## src/rtl/load_aligner_pkg.sv

```systemverilog
// Shared opcode and FSM state encodings for the load aligner, plus small
// opcode-decoding helpers used by the top level.
package load_aligner_pkg;

  typedef enum logic [2:0] {
    ME_LW  = 3'd0,
    ME_LH  = 3'd1,
    ME_LHU = 3'd2,
    ME_LB  = 3'd3,
    ME_LBU = 3'd4,
    ME_LWU = 3'd5,
    ME_LD  = 3'd6
  } mem_op_e;

  typedef enum logic [2:0] {
    IDLE  = 3'd0,
    REQ1  = 3'd1,
    WAIT1 = 3'd2,
    REQ2  = 3'd3,
    WAIT2 = 3'd4,
    DONE  = 3'd5
  } la_state_e;

  // Access size in bytes; 0 for encodings that are not loads at all.
  function automatic logic [3:0] op_size(input logic [2:0] op);
    case (op)
      ME_LB, ME_LBU:         op_size = 4'd1;
      ME_LH, ME_LHU:         op_size = 4'd2;
      ME_LW, ME_LWU:         op_size = 4'd4;
      ME_LD:                 op_size = 4'd8;
      default:               op_size = 4'd0;
    endcase
  endfunction

  function automatic logic op_legal(input logic [2:0] op, input int dw);
    case (op)
      ME_LW, ME_LH, ME_LHU, ME_LB, ME_LBU: op_legal = 1'b1;
      ME_LWU, ME_LD:                       op_legal = (dw == 64);
      default:                             op_legal = 1'b0;
    endcase
  endfunction

endpackage

```

## src/rtl/load_aligner_extract.sv

```systemverilog
// Combinational lane selection and sign/zero extension of a loaded value
// from one beat or from two merged beats ({beat2, beat1}).
module load_extract
  import load_aligner_pkg::*;
#(
  parameter int DW = 32
) (
  input  logic [2:0]              op_i,
  input  logic [$clog2(DW/8)-1:0] off_i,
  input  logic [2*DW-1:0]         data_i,
  output logic [DW-1:0]           res_o
);

  logic [DW-1:0]      shifted;
  logic signed [7:0]  b_s;
  logic signed [15:0] h_s;
  logic signed [31:0] w_s;

  // Byte k of the access lands in lane k after shifting out the offset.
  assign shifted = DW'(data_i >> {off_i, 3'b000});
  assign b_s     = shifted[7:0];
  assign h_s     = shifted[15:0];
  assign w_s     = shifted[31:0];

  always_comb begin
    res_o = '0;
    case (op_i)
      ME_LB:   res_o = DW'(b_s);
      ME_LBU:  res_o = DW'(shifted[7:0]);
      ME_LH:   res_o = DW'(h_s);
      ME_LHU:  res_o = DW'(shifted[15:0]);
      ME_LW:   res_o = DW'(w_s);
      ME_LWU:  res_o = DW'(shifted[31:0]);
      ME_LD:   res_o = shifted;
      default: res_o = '0;
    endcase
  end

endmodule

```

## src/rtl/load_aligner.sv

```systemverilog
// Load aligner: turns a byte-addressed load into one or two aligned memory
// beats and returns the extended result on a registered response channel.
module load_aligner
  import load_aligner_pkg::*;
#(
  parameter int DW              = 32,
  parameter bit ALLOW_UNALIGNED = 1'b1
) (
  input  logic          clk,
  input  logic          rst,
  input  logic          req_valid,
  output logic          req_ready,
  input  logic [2:0]    req_op,
  input  logic [31:0]   req_addr,
  output logic          mem_req_valid,
  input  logic          mem_req_ready,
  output logic [31:0]   mem_addr,
  input  logic          mem_rsp_valid,
  input  logic [DW-1:0] mem_rdata,
  output logic          rsp_valid,
  input  logic          rsp_ready,
  output logic [DW-1:0] rsp_data,
  output logic          rsp_err
);

  localparam int          NB   = DW / 8;
  localparam int          OW   = $clog2(NB);
  localparam logic [31:0] NB32 = 32'(NB);

  la_state_e     state_q, state_d;
  logic [2:0]    op_q;
  logic [OW-1:0] off_q;
  logic          split_q;
  logic [31:0]   addr_q;
  logic [DW-1:0] beat1_q;
  logic [DW-1:0] rsp_data_q;
  logic          rsp_err_q;

  logic            accept;
  logic            mem_hs;
  logic [OW-1:0]   req_off;
  logic            req_split;
  logic            req_err;
  logic            beat1_done;
  logic            last_beat_done;
  logic [2*DW-1:0] merged;
  logic [DW-1:0]   extracted;

  assign accept    = req_valid && req_ready;
  assign mem_hs    = mem_req_valid && mem_req_ready;
  assign req_off   = req_addr[OW-1:0];
  assign req_split = (32'(req_off) + 32'(op_size(req_op))) > NB32;
  assign req_err   = !op_legal(req_op, DW) || (req_split && !ALLOW_UNALIGNED);

  assign beat1_done     = (state_q == WAIT1) && mem_rsp_valid;
  assign last_beat_done = (beat1_done && !split_q) || ((state_q == WAIT2) && mem_rsp_valid);

  always_ff @(posedge clk) begin
    if (rst) state_q <= IDLE;
    else     state_q <= state_d;
  end

  always_comb begin
    state_d = state_q;
    case (state_q)
      IDLE:    if (accept)        state_d = req_err ? DONE : REQ1;
      REQ1:    if (mem_hs)        state_d = WAIT1;
      WAIT1:   if (mem_rsp_valid) state_d = split_q ? REQ2 : DONE;
      REQ2:    if (mem_hs)        state_d = WAIT2;
      WAIT2:   if (mem_rsp_valid) state_d = DONE;
      DONE:    if (rsp_ready)     state_d = IDLE;
      default:                    state_d = IDLE;
    endcase
  end

  always_comb begin
    req_ready     = (state_q == IDLE);
    mem_req_valid = (state_q == REQ1) || (state_q == REQ2);
    rsp_valid     = (state_q == DONE);
  end

  // Per-access context; only meaningful while an access is in flight.
  always_ff @(posedge clk) begin
    if (accept) begin
      op_q    <= req_op;
      off_q   <= req_off;
      split_q <= req_split;
    end
    if (beat1_done) beat1_q <= mem_rdata;
  end

  // Second-beat upper half is don't-care for single-beat accesses.
  assign merged = (state_q == WAIT2) ? {mem_rdata, beat1_q} : {{DW{1'b0}}, mem_rdata};

  load_extract #(.DW(DW)) u_extract (
    .op_i   (op_q),
    .off_i  (off_q),
    .data_i (merged),
    .res_o  (extracted)
  );

  always_ff @(posedge clk) begin
    if (rst) begin
      addr_q     <= '0;
      rsp_data_q <= '0;
      rsp_err_q  <= 1'b0;
    end else begin
      if (accept) begin
        addr_q     <= req_addr & ~(NB32 - 32'd1);
        rsp_data_q <= '0;
        rsp_err_q  <= req_err;
      end
      if (beat1_done && split_q) addr_q <= addr_q + NB32;
      if (last_beat_done) rsp_data_q <= extracted;
    end
  end

  assign mem_addr = addr_q;
  assign rsp_data = rsp_data_q;
  assign rsp_err  = rsp_err_q;

endmodule

```

## config.mk

```make
export PLATFORM = sky130hd
export DESIGN_NAME = load_aligner
export DESIGN_NICKNAME = d
export VERILOG_FILES = /design/src/rtl/load_aligner_pkg.sv /design/src/rtl/load_aligner_extract.sv /design/src/rtl/load_aligner.sv
export SDC_FILE = /design/constraint.sdc
export NUM_CORES = 1
export LEC_CHECK = 0
export CAP_MARGIN = 20
export CORE_MARGIN = 4
export CORE_UTILIZATION = 35
export DETAILED_ROUTE_END_ITERATION = 6
export PLACE_DENSITY = 0.69
export SYNTH_ARGS = -nofsm -noshare
export SYNTH_HDL_FRONTEND = slang
export SYNTH_SLANG_ARGS = --single-unit
```

## constraint.sdc

```tcl
create_clock -name clk -period 17.5 [get_ports clk]
set_input_delay 3.5 -clock clk [delete_from_list [all_inputs] [get_ports clk]]
set_output_delay 3.5 -clock clk [all_outputs]
set_load 0.1 [all_outputs]
```

==> impl_results.md <==
* Outcome: complete, no violations
* Post-synth EDFFs at 38
* Post-synth top area cell: dfxtp_1
* Placed instance count at approximately 920
* Clock Path Buffers at 2
* Worst Setup SP: mem_rsp_valid
* Final #Nets at slightly below 800
* Flops & latches, synth at about 100
* DR WL met3 at ~1.3 mm
* Synth area leaders: dfxtp_1 (22%), edfxtp_1 (19%), mux2i_1 (8.9%)
* Top cell type's share of synthesized area at 0.223
* Worst R2R Path Depth at 6
* Post-route minimum period at approximately 6000 ps
* Worst-Margin Slew at around 1100 ps
* I/O pins at between 100 and 150
* Vias in the first global route at between 5k and 6k
* # rows at 47
* P per Cell Area at around 140 mW/mm²
* Antenna Nets Post-Route at 0
* Hold WC Path Type: reg2reg
* Setup CP Type: in2reg
* Most used flip-flop cell after synthesis: dfxtp_1
* Hold_buf cts at 0
* Total GRT Usage at 0.181
* Starting Density at 0.358
* Syn Std Cell Area at 0.00594 mm²
* Post-cts resize count at 0
* Non-Filler Instances at 935
* Pleak at between 2 and 3 nW
* Mapped Cells at between 600 and 700
* Met1 WL at around 8 mm
* # diodes at 0
* Clk pin slew, worst setup/hold paths at 70 ps
* Setup TNS at 0 ps
* Share of cells above drive strength 1 at 0.106
* FF-to-FF setup slack at ~14,000 ps
* CTS root buffer: clkbuf_16
* Register area share after synthesis at 0.415
* Final Hold Viols at 0
* Hold_sp: rsp_data[5]
* Postcts setup bufs at 0
* Drt pass-1 iters at 5
* Final HPWL DP at about 12 mm
* IO buf count at ~140
* Unrepaired setup endpoints after global routing: no
* Max cap viols at 0
* 1st-iter DRT viols at approximately 450
* Worst Path Arrival at around 6400 ps
* CTS tree: built
* Area added between synthesis and finish at 30.7%
* Final Cell Area at 0.00776 mm²
* Core area at between 0.015 and 0.02 mm²
* CP Max Fanout at 34
* CTS sink cnt at approximately 100
* Skew final at between 6 and 7 ps
* RD Place Congestion at 0.851
* Top Metal Used: met4
* Fin crit share at 0.353
* Final hold slack at between 400 and 500 ps
* Pin count of the biggest net entering global routing at between 60 and 70
* Drt total wl at 18.0 mm
* Inserted Clock Buffers at 9
* Initial antenna violation count at 0
* Worst r2r dst: mem_addr[20]
* Fmax at 162 MHz
* Slew headroom at 0.294
* Die area at 0.0191 mm²
* Worst setup endpoint: mem_addr[20]
* R2R Path Start: state_q[1]
* Post-Syn Area per Cell at roughly 9.9 µm²
* Die Wd at 138 µm
* Clk Latency, worst-skew pair at 350 ps
* Crit path launch type: input pin
* Routed wl met2 at approximately 8.4 mm
* Critical Path RT at roughly 18,000 ps
* Vias at ~5.4k
* Worst VDD drop at approximately 150 µV
* Via/cell ratio at 5.82
* First-pass GRT wire length at ~29 mm
* Pins Over Slew Limit at 0
* WL/cell at 19.3 µm
* Crit path capture type: flop
* Pwr Total at 1.11 mW
* Synth unique cells at 63
* Yosys warns at 0
* Die height at 138 µm
* DRC Markers at 0
* Area after DPL at about 0.0074 mm²
* Clock H-tree levels at 3
* Overflow after GRT at 0
* Final setup violation count at 0
* Fraction of registers with async set/reset at 0
-- cell families after synthesis --
kind of cell,count (synthesis),synth area share
simple gates,187,0.165
compound gates,149,0.193
flops,104,0.415
mux,85,0.165
buf+inv,69,0.0472
fa+ha+maj,4,0.00970
xor+xnor,3,0.00443
other cells,1,0.000632
-- Yosys cell counts, types with 3 or more instances --
cell type / instances
a211oi_1: 5
a21oi_1: 22
a221oi_1: 10
a221oi_2: 9
a222oi_1: 14
a22oi_1: 4
a311oi_1: 4
a31oi_1: 16
a32oi_1: 4
and2_1: 4
and3_1: 5
buf_1: 5
buf_2: 11
clkbuf_1: 32
dfxtp_1: 66
edfxtp_1: 38
ha_1: 3
inv_1: 19
mux2_2: 24
mux2i_1: 53
mux4_2: 8
nand2_1: 57
nand2b_1: 5
nand3_1: 22
nand4_1: 5
nor2_1: 31
nor2b_1: 6
nor3_1: 7
nor4_1: 11
nor4bb_1: 3
o211ai_1: 6
o21ai_0: 24
o221ai_1: 8
o2bb2ai_1: 7
o311ai_0: 4
or2_2: 5
or3_1: 8
or4_1: 7
-- layout by cell type, fill, tap and decap left out, types with 5 or more instances in the layout --
master / synthesis / routed
mux2i_1: 53 / 53
inv_1: 19 / 19
buf_4: 2 / 7
a21oi_1: 22 / 22
or2_2: 5 / 5
nor2_1: 31 / 31
clkbuf_16: 0 / 9
or3_1: 8 / 8
nand2_1: 57 / 57
mux2_2: 24 / 24
nand4_1: 5 / 5
dfxtp_1: 66 / 66
nor3_1: 7 / 7
a211oi_1: 5 / 5
o21ai_0: 24 / 24
a221oi_1: 10 / 10
or4_1: 7 / 7
o211ai_1: 6 / 6
a221oi_2: 9 / 9
nand2b_1: 5 / 5
mux4_2: 8 / 8
and3_1: 5 / 5
o221ai_1: 8 / 8
edfxtp_1: 38 / 38
nor4_1: 11 / 11
o2bb2ai_1: 7 / 7
nor2b_1: 6 / 6
nand3_1: 22 / 22
clkdlybuf4s50_1: 0 / 137
a31oi_1: 16 / 16
a222oi_1: 14 / 14
-- layout make-up --
type	count	area (µm²)
Clock inverter	6	67.6
Inverter	19	71.3
Multi-Input combinational cell	430	3210
Clock buffer	10	229
Timing Repair Buffer	146	1440
Tap cell	220	275
Fill cell	1533	8820
Sequential cell	104	2460
-- per-layer routing --
metal	GRT usage	vias up
met5	0	-
met1	0.246	2626
met2	0.294	238
li1	-	2563
met3	0.0411	13
met4	0.0432	0
-- how the worst min path moves through the flow --
stage	end	slack, ps	cells past startpoint
finish	rsp_data[5]	470	1
global route	rsp_data[3]	480	1
CTS	rsp_data[4]	470	1
detailed placement	rsp_data[4]	450	1
global placement	rsp_data[1]	440	1
floorplan	state_q[2]	700	4
-- report_power, final --
group | internal (mW) | total, mW | switching (mW)
combinational | 0.173 | 0.562 | 0.389
sequential | 0.291 | 0.346 | 0.0554
clock | 0.112 | 0.206 | 0.0942
-- metrics by stage --
stage	util	setup WS [ps]
after global placement	0.449	11130
after CTS	0.467	11300
after global routing	0.468	11040
after detailed placement	0.449	10950
after floorplan	-	9180
final	0.468	11330
-- critical path, stage by stage --
cell and delay, ps:
clkdlybuf4s50_1 530, nor4bb_4 290, buf_4 450, and2_1 680
nand3_1 300, o311ai_0 460, a31oi_1 150
-- state kept, by name, summed over array words and instances (netlist names) --
signal and flops:
op_q 3, rsp_data 32, rsp_err 1, mem_addr 30, beat1_q 32, state_q 3, off_q 2, split_q 1
No activity file was read; power rests on OpenSTA's default activity.
